--- config.mk ---
export PLATFORM = sky130hd
export DESIGN_NAME = wdt_timer_flat
export DESIGN_NICKNAME = d
export VERILOG_FILES = /design/src/rtl/wdt_timer_if.sv /design/src/rtl/wdt_timer.sv /design/src/flat_wrapper.sv
export SDC_FILE = /design/constraint.sdc
export NUM_CORES = 1
export LEC_CHECK = 0
export BUFFER_PORTS_ARGS = -buffer_cell sky130_fd_sc_hd__buf_4
export CORE_MARGIN = 2
export CORE_UTILIZATION = 40
export CTS_BUF_LIST = sky130_fd_sc_hd__clkbuf_8
export DETAILED_ROUTE_END_ITERATION = 16
export HOLD_SLACK_MARGIN = 0.08
export SLEW_MARGIN = 30
export SYNTH_ARGS = -nofsm -noshare
export SYNTH_HDL_FRONTEND = slang
export SYNTH_SLANG_ARGS = --single-unit
--- constraint.sdc ---
create_clock -name clk -period 3.23 [get_ports clk]
set_input_delay 0.4845 -clock clk [delete_from_list [all_inputs] [get_ports clk]]
set_output_delay 0.4845 -clock clk [all_outputs]
set_load 0.005 [all_outputs]
--- src/rtl/wdt_timer_if.sv ---
// wdt_timer_if: register-port bundle between the bus bridge and the
// watchdog timer.
//   req_valid  - request strobe from the bridge
//   req_ready  - watchdog can accept a request this cycle
//   req_write  - 1 = write, 0 = read
//   req_addr   - word index: 0 WDEN, 1 WDLIVE, 2 WTOCNT, 3 WDCNT
//   req_wdata  - write data
//   resp_valid - one-cycle response strobe
//   resp_rdata - read data, zero for write responses
// The bridge uses the master modport; the watchdog uses the slave modport.
interface wdt_timer_if #(
   parameter int CNT_W = 32
);
   logic             req_valid;
   logic             req_ready;
   logic             req_write;
   logic [1:0]       req_addr;
   logic [CNT_W-1:0] req_wdata;
   logic             resp_valid;
   logic [CNT_W-1:0] resp_rdata;

   modport master (
      output req_valid, req_write, req_addr, req_wdata,
      input  req_ready, resp_valid, resp_rdata
   );

   modport slave (
      input  req_valid, req_write, req_addr, req_wdata,
      output req_ready, resp_valid, resp_rdata
   );
endinterface

--- src/rtl/wdt_timer.sv ---
// wdt_timer: watchdog timer peripheral. Once enabled, the counter advances
// until it reaches the WTOCNT threshold. The watchdog then raises
// wto_interrupt, which feeds the CSR WTO_interrupt input (mip.MTIP). The
// interrupt stays high until software kicks the watchdog through WDLIVE or
// disables it through WDEN.
// Ports:
//   clk           - clock
//   rst           - asynchronous, active-high reset
//   bus           - wdt_timer_if.slave register port (valid/ready request,
//                   one-cycle response strobe)
//   wto_interrupt - level timeout interrupt
//   wdt_state     - current FSM state, for debug (0 IDLE, 1 COUNT, 2 TIMEOUT)
// Optional build macro WDT_PRESCALE_EN: when defined, the counter advances
// once every 2**PRESCALE_LOG2 cycles instead of every cycle.
module wdt_timer #(
   parameter int               CNT_W         = 32,
   parameter logic [CNT_W-1:0] RST_WTOCNT    = 32'hFFFF_FFFF,
   parameter int               PRESCALE_LOG2 = 4
) (
   input  logic             clk,
   input  logic             rst,
   wdt_timer_if.slave       bus,
   output logic             wto_interrupt,
   output logic [1:0]       wdt_state
);

   typedef enum logic [1:0] {
      IDLE    = 2'd0,
      COUNT   = 2'd1,
      TIMEOUT = 2'd2
   } state_t;

   localparam logic [1:0] ADDR_WDEN   = 2'd0;
   localparam logic [1:0] ADDR_WDLIVE = 2'd1;
   localparam logic [1:0] ADDR_WTOCNT = 2'd2;
   localparam logic [1:0] ADDR_WDCNT  = 2'd3;

   // The divider width must be at least one bit.
   if (PRESCALE_LOG2 < 1 || PRESCALE_LOG2 > CNT_W) begin : g_bad_prescale
      $error("wdt_timer: PRESCALE_LOG2 out of range");
   end

   state_t           state;
   logic             wden;
   logic [CNT_W-1:0] wtocnt;
   logic [CNT_W-1:0] cnt;
   logic             resp_valid_q;
   logic [CNT_W-1:0] resp_rdata_q;
   logic             wto_q;

   logic             accept;
   logic             wr_wden;
   logic             wden_on;
   logic             wden_off;
   logic             kick;
   logic             wr_wtocnt;
   logic             count_en;
   logic [CNT_W-1:0] read_data;

   // Only one access may be in flight, so the port stays busy for the
   // cycle in which the response is presented.
   assign accept    = bus.req_valid && !resp_valid_q;
   assign wr_wden   = accept && bus.req_write && (bus.req_addr == ADDR_WDEN);
   assign wden_on   = wr_wden && bus.req_wdata[0];
   assign wden_off  = wr_wden && !bus.req_wdata[0];
   assign kick      = accept && bus.req_write && (bus.req_addr == ADDR_WDLIVE)
                      && bus.req_wdata[0];
   assign wr_wtocnt = accept && bus.req_write && (bus.req_addr == ADDR_WTOCNT);

   // Register read mux; the value is captured into the response register
   // on the accept edge.
   always_comb begin
      read_data = '0;
      case (bus.req_addr)
         ADDR_WDEN:   read_data = {{(CNT_W-1){1'b0}}, wden};
         ADDR_WDLIVE: read_data = '0;
         ADDR_WTOCNT: read_data = wtocnt;
         ADDR_WDCNT:  read_data = cnt;
         default:     read_data = '0;
      endcase
   end

`ifdef WDT_PRESCALE_EN
   logic [PRESCALE_LOG2-1:0] div;

   // The divider restarts whenever the counter restarts, so every count
   // period after entering COUNT or after a kick is a full 2**PRESCALE_LOG2
   // cycles long.
   always_ff @(posedge clk or posedge rst) begin
      if (rst) begin
         div <= '0;
      end else if (wden_off || kick || state != COUNT) begin
         div <= '0;
      end else begin
         div <= div + 1'b1;
      end
   end

   assign count_en = &div;
`else
   assign count_en = 1'b1;
`endif

   // Register port, configuration registers and watchdog FSM. Disabling
   // through WDEN overrides every other event on the same edge. A kick
   // overrides a threshold match on the same edge. The counter stops at the
   // threshold instead of wrapping, so a threshold at the maximum count
   // still times out.
   always_ff @(posedge clk or posedge rst) begin
      if (rst) begin
         state        <= IDLE;
         wden         <= 1'b0;
         wtocnt       <= RST_WTOCNT;
         cnt          <= '0;
         wto_q        <= 1'b0;
         resp_valid_q <= 1'b0;
         resp_rdata_q <= '0;
      end else begin
         resp_valid_q <= accept;
         resp_rdata_q <= (accept && !bus.req_write) ? read_data : '0;

         if (wr_wden) begin
            wden <= bus.req_wdata[0];
         end
         if (wr_wtocnt) begin
            wtocnt <= bus.req_wdata;
         end

         if (wden_off) begin
            state <= IDLE;
            cnt   <= '0;
            wto_q <= 1'b0;
         end else begin
            case (state)
               IDLE: begin
                  cnt   <= '0;
                  wto_q <= 1'b0;
                  if (wden_on) begin
                     state <= COUNT;
                  end
               end
               COUNT: begin
                  if (kick) begin
                     cnt <= '0;
                  end else if (count_en) begin
                     if (cnt >= wtocnt) begin
                        state <= TIMEOUT;
                        wto_q <= 1'b1;
                     end else begin
                        cnt <= cnt + 1'b1;
                     end
                  end
               end
               TIMEOUT: begin
                  if (kick) begin
                     cnt   <= '0;
                     state <= COUNT;
                     wto_q <= 1'b0;
                  end else begin
                     wto_q <= 1'b1;
                  end
               end
               default: begin
                  state <= IDLE;
                  cnt   <= '0;
                  wto_q <= 1'b0;
               end
            endcase
         end
      end
   end

   assign bus.req_ready  = !resp_valid_q;
   assign bus.resp_valid = resp_valid_q;
   assign bus.resp_rdata = resp_rdata_q;
   assign wto_interrupt  = wto_q;
   assign wdt_state      = state;

endmodule

--- src/flat_wrapper.sv ---
// flat-port wrapper written by rule: the top's interface ports become plain ports
module wdt_timer_flat 
#(
   parameter int               CNT_W         = 32,
   parameter logic [CNT_W-1:0] RST_WTOCNT    = 32'hFFFF_FFFF,
   parameter int               PRESCALE_LOG2 = 4
)
  (clk, rst, wto_interrupt, wdt_state, bus_req_valid, bus_req_write, bus_req_addr, bus_req_wdata, bus_req_ready, bus_resp_valid, bus_resp_rdata);
  wdt_timer_if #(.CNT_W(CNT_W)) bus_i ();
  input  logic clk;
  input  logic rst;
  output logic wto_interrupt;
  output logic [1:0] wdt_state;
  input wire logic [$bits(bus_i.req_valid)-1:0] bus_req_valid;
  input wire logic [$bits(bus_i.req_write)-1:0] bus_req_write;
  input wire logic [$bits(bus_i.req_addr)-1:0] bus_req_addr;
  input wire logic [$bits(bus_i.req_wdata)-1:0] bus_req_wdata;
  output wire logic [$bits(bus_i.req_ready)-1:0] bus_req_ready;
  output wire logic [$bits(bus_i.resp_valid)-1:0] bus_resp_valid;
  output wire logic [$bits(bus_i.resp_rdata)-1:0] bus_resp_rdata;
  assign bus_i.req_valid = bus_req_valid;
  assign bus_i.req_write = bus_req_write;
  assign bus_i.req_addr = bus_req_addr;
  assign bus_i.req_wdata = bus_req_wdata;
  assign bus_req_ready = bus_i.req_ready;
  assign bus_resp_valid = bus_i.resp_valid;
  assign bus_resp_rdata = bus_i.resp_rdata;
  wdt_timer #(.CNT_W(CNT_W), .RST_WTOCNT(RST_WTOCNT), .PRESCALE_LOG2(PRESCALE_LOG2)) u_core (.clk(clk), .rst(rst), .bus(bus_i), .wto_interrupt(wto_interrupt), .wdt_state(wdt_state));
endmodule
# Word level (Yosys, flattened, before mapping)
# Cells that the tools add are included.
[totals]
elab_cells = 54
inputBits = 38
output_inout_bits = 37
ff_bits = 101
[classes]
addsub = 1
order_cmp = 1
n_reduce_logical = 17
muxes = 18
eq_ne = 10
[ops]
columns = ["cell", "count"]
rows = [
  ["$mux W32", 5],
  ["$pmux W32 S4", 1],
  ["$pmux W32 S2", 1],
  ["$add A32 B1 Y32 const B", 1],
  ["$ge A32 B32 Y1", 1],
  ["$mux W2", 5],
  ["$logic_and A1 B1 Y1", 9],
  ["$ne A3 B1 Y1 const B", 3],
  ["$eq A2 B2 Y1 const B", 3],
  ["$pmux W2 S3", 1],
  ["$eq A2 B1 Y1 const B", 2],
  ["$logic_not A2 Y1", 2],
  ["$mux W1", 4],
  ["$ne A4 B2 Y1 const B", 1],
  ["$reduce_and A2 Y1", 2],
  ["$reduce_and A4 Y1", 1],
  ["$logic_not A1 Y1", 3],
  ["$ne A3 B2 Y1 const B", 1],
  ["$pmux W1 S2", 1],
]

# Longest topological paths before layout
# Gate-level depths: netlist of the first run.
[logic_depth]
word_depth = 8
ltp_mapped = 10
depth_no_buf = 9

# Least setup slack after synthesis of the first run
# OpenSTA, ideal clock, no wires.
[synth_path]
path_kind = "reg2reg"
from = "reg u_core.wtocnt[19]"
to = "reg u_core.cnt[23]"
setup_slack_ns = 0.670
arrival_time_ns = 2.441
required_time_ns = 3.111
stages_incl_launch_ff = 10
setup_time_ns = 0.119
path_buffers = 0
synth_period_minus_slack_ns = 2.560
path_cell_list = "dfstp_2 -> inv_1 -> ha_1 -> a21oi_1 -> o21ai_0 -> a221oi_1 -> nand4_2 -> nor4b_4 -> a41oi_1 -> o21a_1"
[synth_via]
elab_chain_len = 3
[synth_rtl]
columns = ["item", "line", "text"]
rows = [
  ["start: declaration", "wdt_timer.sv:45", "logic [CNT_W-1:0] wtocnt;"],
  ["start signal: assignment", "wdt_timer.sv:126", "wtocnt <= bus.req_wdata;"],
  ["$ge A32 B32 Y1", "wdt_timer.sv:146", "if (cnt >= wtocnt) begin"],
  ["$ne A4 B2 Y1 (no source line)", "n/a", ""],
  ["$reduce_and A2 Y1 (no source line)", "n/a", ""],
  ["end signal: assignment", "wdt_timer.sv:150", "cnt <= cnt + 1'b1;"],
  ["end: declaration", "wdt_timer.sv:46", "logic [CNT_W-1:0] cnt;"],
]
# Every way passes these cells.
# A chain may end at the register's enable or synchronous reset.

# Worst setup path after layout of the first run
[layout_path]
from = "reg u_core.wtocnt[19]"
to = "reg u_core.cnt[16]"
# Same word-level chain as after synthesis.

==> flow_metrics.py, run 1 <==
metrics = {
    "detailed_routing": {
        "postRouteAntennaNets": 0,
        "drt_iter0_markers": 273,
        "vias_per_cell": 5.20,
        "vias": 4270,
        "drt_wl_total_mm": 12.2,
        "wire_per_inst_microns": 14.8,
        "drc": 0,
        "first_pass_iters": 4,
    },
    "global_routing": {
        "grt_max_degree": 55,
        "grt_pass1_wl_mm": 21.0,
        "antenna_found_initial": 0,
        "grt.overflow.total": 0,
        "track_usage_pct": 18.1,
        "grt_pass1_vias": 4308,
    },
    "synthesis": {
        "ys_types": 49,
        "yosysWarnings": 0,
        "ys_seq_area_share_pct": 46.9,
        "syn_avg_cell_area_sq_um": 9.78,
        "synthCells": 560,
        "synth-seq-cells": 101,
        "synth_top_cell_by_area": "dfrtp_1",
        "ys_top_cells_by_area": "dfrtp_1 32%, dfstp_2 15%, ha_1 8.5%",
        "syn_area_sq_um": 5470,
        "synthesis.nets": 635,
        "synth_edf_count": 0,
        "yosys.area.top_type_share_pct": 31.5,
        "synthArstFlopShare_pct": 100,
        "synthFlopType": "dfrtp_1",
    },
    "hold_path": {
        "hp-class": "in2async",
    },
    "floorplan": {
        "die_height_microns": 121,
        "ioPinCount": 75,
        "die_w_microns": 121,
        "core_sq_um": 13300,
        "die_area_sq_um": 14600,
        "start_util_pct": 41.2,
        "num_rows": 42,
    },
    "flow_run": {
        "cap_viol_max_count": 0,
    },
    "clock_network": {
        "insertion_delay_ps": 390,
        "post_cts_buffers": 0,
        "cts_hold_buffers": 0,
        "cts.sinks": 101,
        "clk_pin_slew_worst_paths_ps": 100,
        "cts_tree": "done",
        "root_buffer": "clkbuf_8",
        "clock_path_buffers": 2,
        "cts_resized": 0,
        "htreeDepth": 3,
        "cts_buffers": 9,
    },
    "timing": {
        "grt_setup_unrepaired": "no",
        "worstMarginPinSlew_ps": 677,
        "min_period_over_period_pct": 90.8,
        "finalSetupViolCount": 0,
        "skew_ps": 16.9,
        "relSlewSlack_pct": 54.9,
        "finalSetupTns_ps": 0,
        "fin_crit_ps": 2930,
        "hold_viol": 0,
        "fmax_mhz": 341,
        "slew_violations": 0,
    },
    "placement": {
        "io_buffers": 74,
        "dp_cells": 805,
        "gp_congestion": 0.861,
        "hpwl_mm": 8.73,
    },
    "critical_path": {
        "worst_path_max_delay_cell": "nor4_4",
        "arrival_ps": 3220,
        "critPathMaxFanout": 8,
        "slowest_delay_ps": 540,
        "path_cells": "inv_1 > ha_1 > a21oi_1 > o21ai_0 > a221oi_1 > nand4_2 > nor4_4 > a31oi_1 > a41o_1",
        "required_ps": 3520,
        "endpoint_kind": "flop",
        "setup.worst_path.start_class": "flop",
        "crit_type": "reg2reg",
    },
    "cells_and_area": {
        "antenna-diode-count": 0,
        "final_common_cell": "buf_4",
        "final_cell_mix": "91 x buf_4, 69 x nand2_1, 69 x dfrtp_1",
        "post-route-util_pct": 48.5,
        "syn_to_final_growth_pct": 17.9,
        "stdcell_count": 821,
        "fin_nets": 715,
        "layout-drive-gt1-share_pct": 24.7,
    },
    "power_and_ir_drop": {
        "p_comb_share_pct": 25.7,
        "power.leakage_nw": 3.10,
        "seqPwrFrac_pct": 51.4,
        "irDropWorstVdd_mv": 0.185,
        "switching_share_pct": 31.5,
        "p_int_w": 0.00207,
        "power_w": 0.00303,
        "p_switching_w": 0.000955,
        "pwr-share-clk_pct": 22.9,
        "powerDensity_nw_per_um2": 470,
    },
    "status": {
        "status": "finished, final reports clean",
    },
}
## final timing paths
kind,startpoint,slack (ps),end,depth (start not counted)
worst max register to register,u_core.wtocnt[19],300,u_core.cnt[16],9
worst min-delay path,rst,170,u_core.wden,2
worst min register to register,u_core.wden,520,u_core.wden,1
max in group asynchronous,rst,2280,u_core.wtocnt[19],3
min in group clk,bus_req_write,280,u_core.bus.resp_rdata[0],2
worst max-delay path,u_core.wtocnt[19],300,u_core.cnt[16],9
## worst max-delay path: cells and delay by family, from the launching register on
kind	cells	cell delay [ps]
AOI/OAI and AO/OA	5	1070
adders and majority gates	1	300
buffers and inverters	1	50
DFF	1	530
and+or+nand+nor	2	880
## synth_stat cells, types with 2 or more instances
cell type,number
inv_1,44
dfrtp_1,69
a31oi_1,5
buf_6,2
nor3_1,9
dfstp_2,32
mux2i_1,36
nand3_1,12
clkbuf_1,16
and2_1,3
nand2b_1,5
nor3b_1,2
buf_2,2
a41o_1,3
a21oi_1,25
nand2_1,69
and4bb_2,2
nand4_1,16
nor2_1,58
ha_1,37
mux2_2,3
nor4_4,2
o21a_1,3
a31o_2,7
nor4_1,5
or4_1,3
and4_1,4
o211ai_1,3
o21ai_0,41
xnor2_1,13
and3_1,9
buf_1,3
## cell families (layout without fill, tap and decap cells)
logic type / after synthesis / after routing / share of synthesized area [%]
buffers and inverters: 67 / 152 / 4.91
xor gates and xnor gates: 13 / 13 / 2.08
DFF: 101 / 101 / 46.9
adders and majority gates: 37 / 37 / 8.46
AOI/OAI and AO/OA: 96 / 96 / 11.0
and+or+nand+nor: 207 / 207 / 19.5
muxes: 39 / 39 / 7.20
## registers in the layout, summed over array words and instances (netlist names)
register and cells:
u_core.wto_interrupt 1, u_core.bus.resp_valid 1, u_core.wtocnt 32, u_core.bus.resp_rdata 32
u_core.cnt 32, u_core.wdt_state 2, u_core.wden 1
## layer usage
metal / GRT usage (%) / vias up / part of all wire, %
met5: 0 / - / 0
li1: - / 2104 / -
met2: 29.3 / 78 / 48
met1: 23.8 / 2074 / 46
met4: 7.85 / 0 / 2.2
met3: 3.20 / 14 / 3.6
## final cells by class
cell class | instances | area (sq um)
fill | 1287 | 6840
multi-input combinational | 392 | 2640
sequential | 101 | 2570
timing repair buffer | 92 | 703
tap | 176 | 220
inverter | 44 | 168
clock buffer | 9 | 124
clock inverter | 7 | 31.3
## power groups by stage
stage	Sequential, W	Combinational (W)	Clock, W
floorplan	0.00157	0.000543	0
global placement	0.00157	0.000764	0
detailed placement	0.00158	0.000786	0
CTS	0.00156	0.000792	0.000729
global route	0.00158	0.000895	0.000767
finish	0.00156	0.000779	0.000695
## per-stage QoR
stage          setup WS (ps)  hold WS (ps)  cell area, sq um
2_1_floorplan            151           479              5470
3_3_place_gp             404           496              6300
3_5_place_dp             285           498              6300
4_1_cts                  281           182              6450
5_1_grt                 62.3           212              6450
6_report                 297           174              6450
(Power assumes the default switching activity.)
==> run 2: changes to the inputs <==
--- a/config.mk
+++ b/config.mk
@@ -9,8 +9,10 @@
 export CORE_MARGIN = 2
 export CORE_UTILIZATION = 40
 export CTS_BUF_LIST = sky130_fd_sc_hd__clkbuf_8
+export CTS_CLUSTER_DIAMETER = 150
 export DETAILED_ROUTE_END_ITERATION = 16
 export HOLD_SLACK_MARGIN = 0.08
+export PLACE_DENSITY_LB_ADDON = 0.2
 export SLEW_MARGIN = 30
 export SYNTH_ARGS = -nofsm -noshare
 export SYNTH_HDL_FRONTEND = slang
==> flow_metrics.py, run 2 (synthesis results as in run 1) <==
metrics = {
    "status": {
        "status": "finished, final reports clean",
    },
    "detailed_routing": {
        "first_pass_iters": 4,
        "vias_per_cell": 5.21,
        "drt_iter0_markers": 157,
        "vias": 4299,
        "postRouteAntennaNets": 0,
        "drt_wl_total_mm": 12.4,
        "drc": 0,
        "wire_per_inst_microns": 15.0,
    },
    "clock_network": {
        "post_cts_buffers": 0,
        "cts_tree": "done",
        "cts.sinks": 101,
        "htreeDepth": 3,
        "insertion_delay_ps": 380,
        "cts_hold_buffers": 0,
        "clock_path_buffers": 2,
        "cts_resized": 0,
        "root_buffer": "clkbuf_8",
        "cts_buffers": 9,
        "clk_pin_slew_worst_paths_ps": 100,
    },
    "floorplan": {
        "num_rows": 42,
        "die_height_microns": 121,
        "core_sq_um": 13300,
        "ioPinCount": 75,
        "die_area_sq_um": 14600,
        "start_util_pct": 41.2,
        "die_w_microns": 121,
    },
    "placement": {
        "gp_congestion": 0.859,
        "io_buffers": 74,
        "dp_cells": 809,
        "hpwl_mm": 8.87,
    },
    "global_routing": {
        "antenna_found_initial": 0,
        "grt_pass1_vias": 4392,
        "grt.overflow.total": 0,
        "grt_pass1_wl_mm": 21.0,
        "track_usage_pct": 18.0,
        "grt_max_degree": 54,
    },
    "power_and_ir_drop": {
        "power.leakage_nw": 3.13,
        "powerDensity_nw_per_um2": 481,
        "irDropWorstVdd_mv": 0.193,
    },
    "critical_path": {
        "crit_type": "reg2reg",
        "required_ps": 3500,
        "arrival_ps": 3320,
        "reg2reg_from": "u_core.wtocnt[15]",
        "timing.rr.end": "u_core.wto_interrupt",
        "critPathMaxFanout": 17,
        "endpoint_kind": "flop",
        "setup.worst_path.start_class": "flop",
        "rr_worst_depth": 9,
        "r2r_setup_slack_ps": 180,
    },
    "cells_and_area": {
        "post-route-util_pct": 49.2,
        "final_cell_mix": "94 x buf_4, 69 x nand2_1, 69 x dfrtp_1",
        "layout-drive-gt1-share_pct": 25.7,
        "antenna-diode-count": 0,
        "fin_nets": 719,
        "final_common_cell": "buf_4",
        "syn_to_final_growth_pct": 19.4,
        "stdcell_count": 825,
    },
    "timing": {
        "worstMarginPinSlew_ps": 699,
        "min_period_over_period_pct": 94.4,
        "hold_viol": 0,
        "skew_ps": 9.42,
        "slew_violations": 0,
        "finalSetupViolCount": 0,
        "fmax_mhz": 328,
        "fin_crit_ps": 3050,
        "finalSetupTns_ps": 0,
        "relSlewSlack_pct": 53.4,
        "grt_setup_unrepaired": "no",
    },
    "flow_run": {
        "cap_viol_max_count": 0,
    },
    "hold_path": {
        "hp-class": "in2async",
    },
}
## run 2: cell types whose count changed in the layout (fill, tap and decap cells not counted)
cell	previous run	this run
clkbuf_8	9	13
inv_1	48	44
buf_4	91	94
buf_12	1	2
clkinv_2	1	0
clkinvlp_4	1	2
## run 2: worst max path at each step
stage                                 start                        to  slack, ps  cells past startpoint
final                     u_core.wtocnt[15]      u_core.wto_interrupt        180                      9
after floorplan                         rst  u_core.bus.resp_rdata[0]        150                      1
after global placement    u_core.wtocnt[15]      u_core.wto_interrupt        260                      9
after CTS                 u_core.wtocnt[15]      u_core.wto_interrupt        170                      9
after detailed placement  u_core.wtocnt[15]      u_core.wto_interrupt        200                      9
after global routing      u_core.wtocnt[17]            u_core.cnt[21]          8                     10
## run 2: power by group
group,total [W],switching (W),internal [W]
sequential,0.00156,0.0000848,0.00147
clock,0.000814,0.000451,0.000363
combinational,0.000773,0.000436,0.000337
total,0.00314,0.000972,0.00217
## run 2: through the flow
step / area (sq um) / total power [W] / worst slack, ps / hold WS (ps)
6_report: 6540 / 0.00314 / 181 / 205
2_1_floorplan: 5470 / 0.00211 / 151 / 479
3_3_place_gp: 6340 / 0.00233 / 258 / 494
5_1_grt: 6540 / 0.00335 / 7.81 / 256
4_1_cts: 6540 / 0.00319 / 167 / 235
3_5_place_dp: 6340 / 0.00236 / 202 / 504
## run 2: final cells by class
class / instances / area, sq um
Fill cell: 1276 / 6760
Multi-Input combinational cell: 392 / 2640
Sequential cell: 101 / 2570
Timing Repair Buffer: 96 / 746
Tap cell: 176 / 220
Clock buffer: 13 / 179
Inverter: 44 / 168
Clock inverter: 3 / 18.8
## run 2: routing by layer
| metal | share of wire (%) | wire length [microns] | vias to the layer above | track usage (%) |
|---|---|---|---|---|
| met5 | 0 | 0 | - | 0 |
| met4 | 2.1 | 260 | 0 | 7.85 |
| met3 | 3.0 | 369 | 17 | 2.54 |
| met2 | 48 | 5960 | 80 | 30.2 |
| met1 | 47 | 5800 | 2088 | 23.3 |
| li1 | - | - | 2114 | - |
## run 2: worst max-delay path: stages (launching register included)
cell and delay (ps):
dfstp_2 540, inv_1 50, ha_1 300, and4_1 300, o211ai_1 120, o32a_2 390, a21boi_4 460, or2_1 340
o21ai_0 150, mux2_2 280
==> run 3: changes to the inputs <==
--- a/config.mk
+++ b/config.mk
@@ -13,6 +13,7 @@
 export DETAILED_ROUTE_END_ITERATION = 16
 export HOLD_SLACK_MARGIN = 0.08
 export PLACE_DENSITY_LB_ADDON = 0.2
+export RECOVER_POWER = 100
 export SLEW_MARGIN = 30
 export SYNTH_ARGS = -nofsm -noshare
 export SYNTH_HDL_FRONTEND = slang
==> flow_metrics.py, run 3 (synthesis results as in run 1) <==
metrics = {
    "clock_network": {
        "root_buffer": "clkbuf_8",
        "cts_buffers": 9,
        "cts.sinks": 101,
        "clock_path_buffers": 2,
        "cts_tree": "done",
        "clk_pin_slew_worst_paths_ps": 90,
        "insertion_delay_ps": 380,
        "htreeDepth": 3,
        "cts_resized": 0,
        "post_cts_buffers": 0,
        "cts_hold_buffers": 0,
    },
    "timing": {
        "fin_crit_ps": 3010,
        "fmax_mhz": 332,
        "grt_setup_unrepaired": "no",
        "skew_ps": 8.78,
        "finalSetupViolCount": 0,
        "fin_hold_ws_ps": 286,
        "slew_violations": 53,
        "min_period_over_period_pct": 93.3,
        "hold_viol": 0,
        "finalSetupTns_ps": 0,
        "worstMarginPinSlew_ps": 2450,
        "relSlewSlack_pct": -64.1,
    },
    "flow_run": {
        "cap_viol_max_count": 1,
    },
    "critical_path": {
        "crit_type": "reg2reg",
        "required_ps": 3500,
        "endpoint_kind": "flop",
        "worst_path_max_delay_cell": "dfstp_2",
        "slowest_delay_ps": 540,
        "critPathMaxFanout": 17,
        "arrival_ps": 3280,
        "path_cells": "inv_1 > ha_1 > and4_1 > o211ai_1 > o32a_2 > a21boi_4 > or2_1 > o21ai_0 > mux2_2",
        "setup.worst_path.start_class": "flop",
        "r2r_setup_slack_ps": 220,
    },
    "status": {
        "violations": "capacitance limit, slew limit",
        "status": "finished with violations",
    },
    "cells_and_area": {
        "post-route-cell-area_sq_um": 6510,
        "syn_to_final_growth_pct": 18.9,
        "fin_nets": 719,
        "final_cell_mix": "69 x nand2_1, 69 x dfrtp_1, 58 x nor2_1",
        "antenna-diode-count": 0,
        "nFillCells": 1285,
        "layout-drive-gt1-share_pct": 25.1,
        "stdcell_count": 825,
    },
    "global_routing": {
        "grt.overflow.total": 0,
        "antenna_found_initial": 0,
        "grt_pass1_vias": 4392,
        "grt_max_degree": 54,
        "track_usage_pct": 18.0,
        "grt_pass1_wl_mm": 21.0,
    },
    "placement": {
        "io_buffers": 74,
        "dp_cells": 809,
        "gp_congestion": 0.859,
        "hpwl_mm": 8.87,
        "post_dp_cell_area_sq_um": 6340,
    },
    "power_and_ir_drop": {
        "powerDensity_nw_per_um2": 482,
        "power.leakage_nw": 3.10,
        "irDropWorstVdd_mv": 0.193,
    },
    "floorplan": {
        "die_height_microns": 121,
        "start_util_pct": 41.2,
        "num_rows": 42,
        "die_w_microns": 121,
        "die_area_sq_um": 14600,
        "core_sq_um": 13300,
        "ioPinCount": 75,
    },
    "detailed_routing": {
        "wire_per_inst_microns": 15.0,
        "vias_per_cell": 5.21,
        "postRouteAntennaNets": 0,
        "first_pass_iters": 4,
        "drc": 0,
        "drt_wl_total_mm": 12.4,
        "drt_iter0_markers": 157,
        "vias": 4301,
    },
    "hold_path": {
        "hp-class": "in2reg",
    },
}
## run 3: worst max-delay path, delay by kind of cell, from the launching register on
| family | cells | cell delay [ps] |
|---|---|---|
| muxes | 1 | 290 |
| DFF | 1 | 540 |
| and+or+nand+nor | 2 | 640 |
| buffers and inverters | 1 | 50 |
| AOI/OAI and AO/OA | 4 | 1090 |
| adders and majority gates | 1 | 300 |
## run 3: final timing paths
check                                   from                        to  cells after the start
max                        u_core.wtocnt[15]      u_core.wto_interrupt                      9
min                            bus_req_write  u_core.bus.resp_rdata[0]                      2
max reg2reg                u_core.wtocnt[15]      u_core.wto_interrupt                      9
min reg2reg                u_core.wtocnt[22]         u_core.wtocnt[22]                      2
max in group asynchronous                rst            u_core.cnt[10]                      2
min in group asynchronous                rst       u_core.wdt_state[1]                      2
## run 3: cell type report
cell class	count	area (sq um)	area share (%)
Clock buffer	13	179	2.75
Inverter	44	166	2.56
Clock inverter	3	18.8	0.288
Timing Repair Buffer	96	733	11.3
Tap cell	176	220	3.38
Multi-Input combinational cell	392	2620	40.3
Sequential cell	101	2570	39.5
## run 3: power breakdown
part,switching (W),total (W),internal (W),leakage [nW]
logic,0.000435,0.000767,0.000333,1.71
clock network,0.000452,0.000815,0.000363,0.0991
registers,0.0000848,0.00156,0.00147,1.29
total,0.000971,0.00314,0.00217,3.10
## run 3: routing by layer
metal	global-route usage (%)	part of all wire, %	vias up
met3	2.54	3.0	16
met2	30.2	48	87
met1	23.3	47	2086
met4	7.85	2.1	0
li1	-	-	2112
met5	0	0	-
## run 3: metrics by stage
step                      power [W]  utilization (%)  setup WS (ps)
final                       0.00314             48.9            215
after floorplan             0.00211                -            151
after detailed placement    0.00236             47.7            202
after global placement      0.00233             47.7            258
after CTS                   0.00319             49.2            167
after global routing        0.00335             48.9           22.8
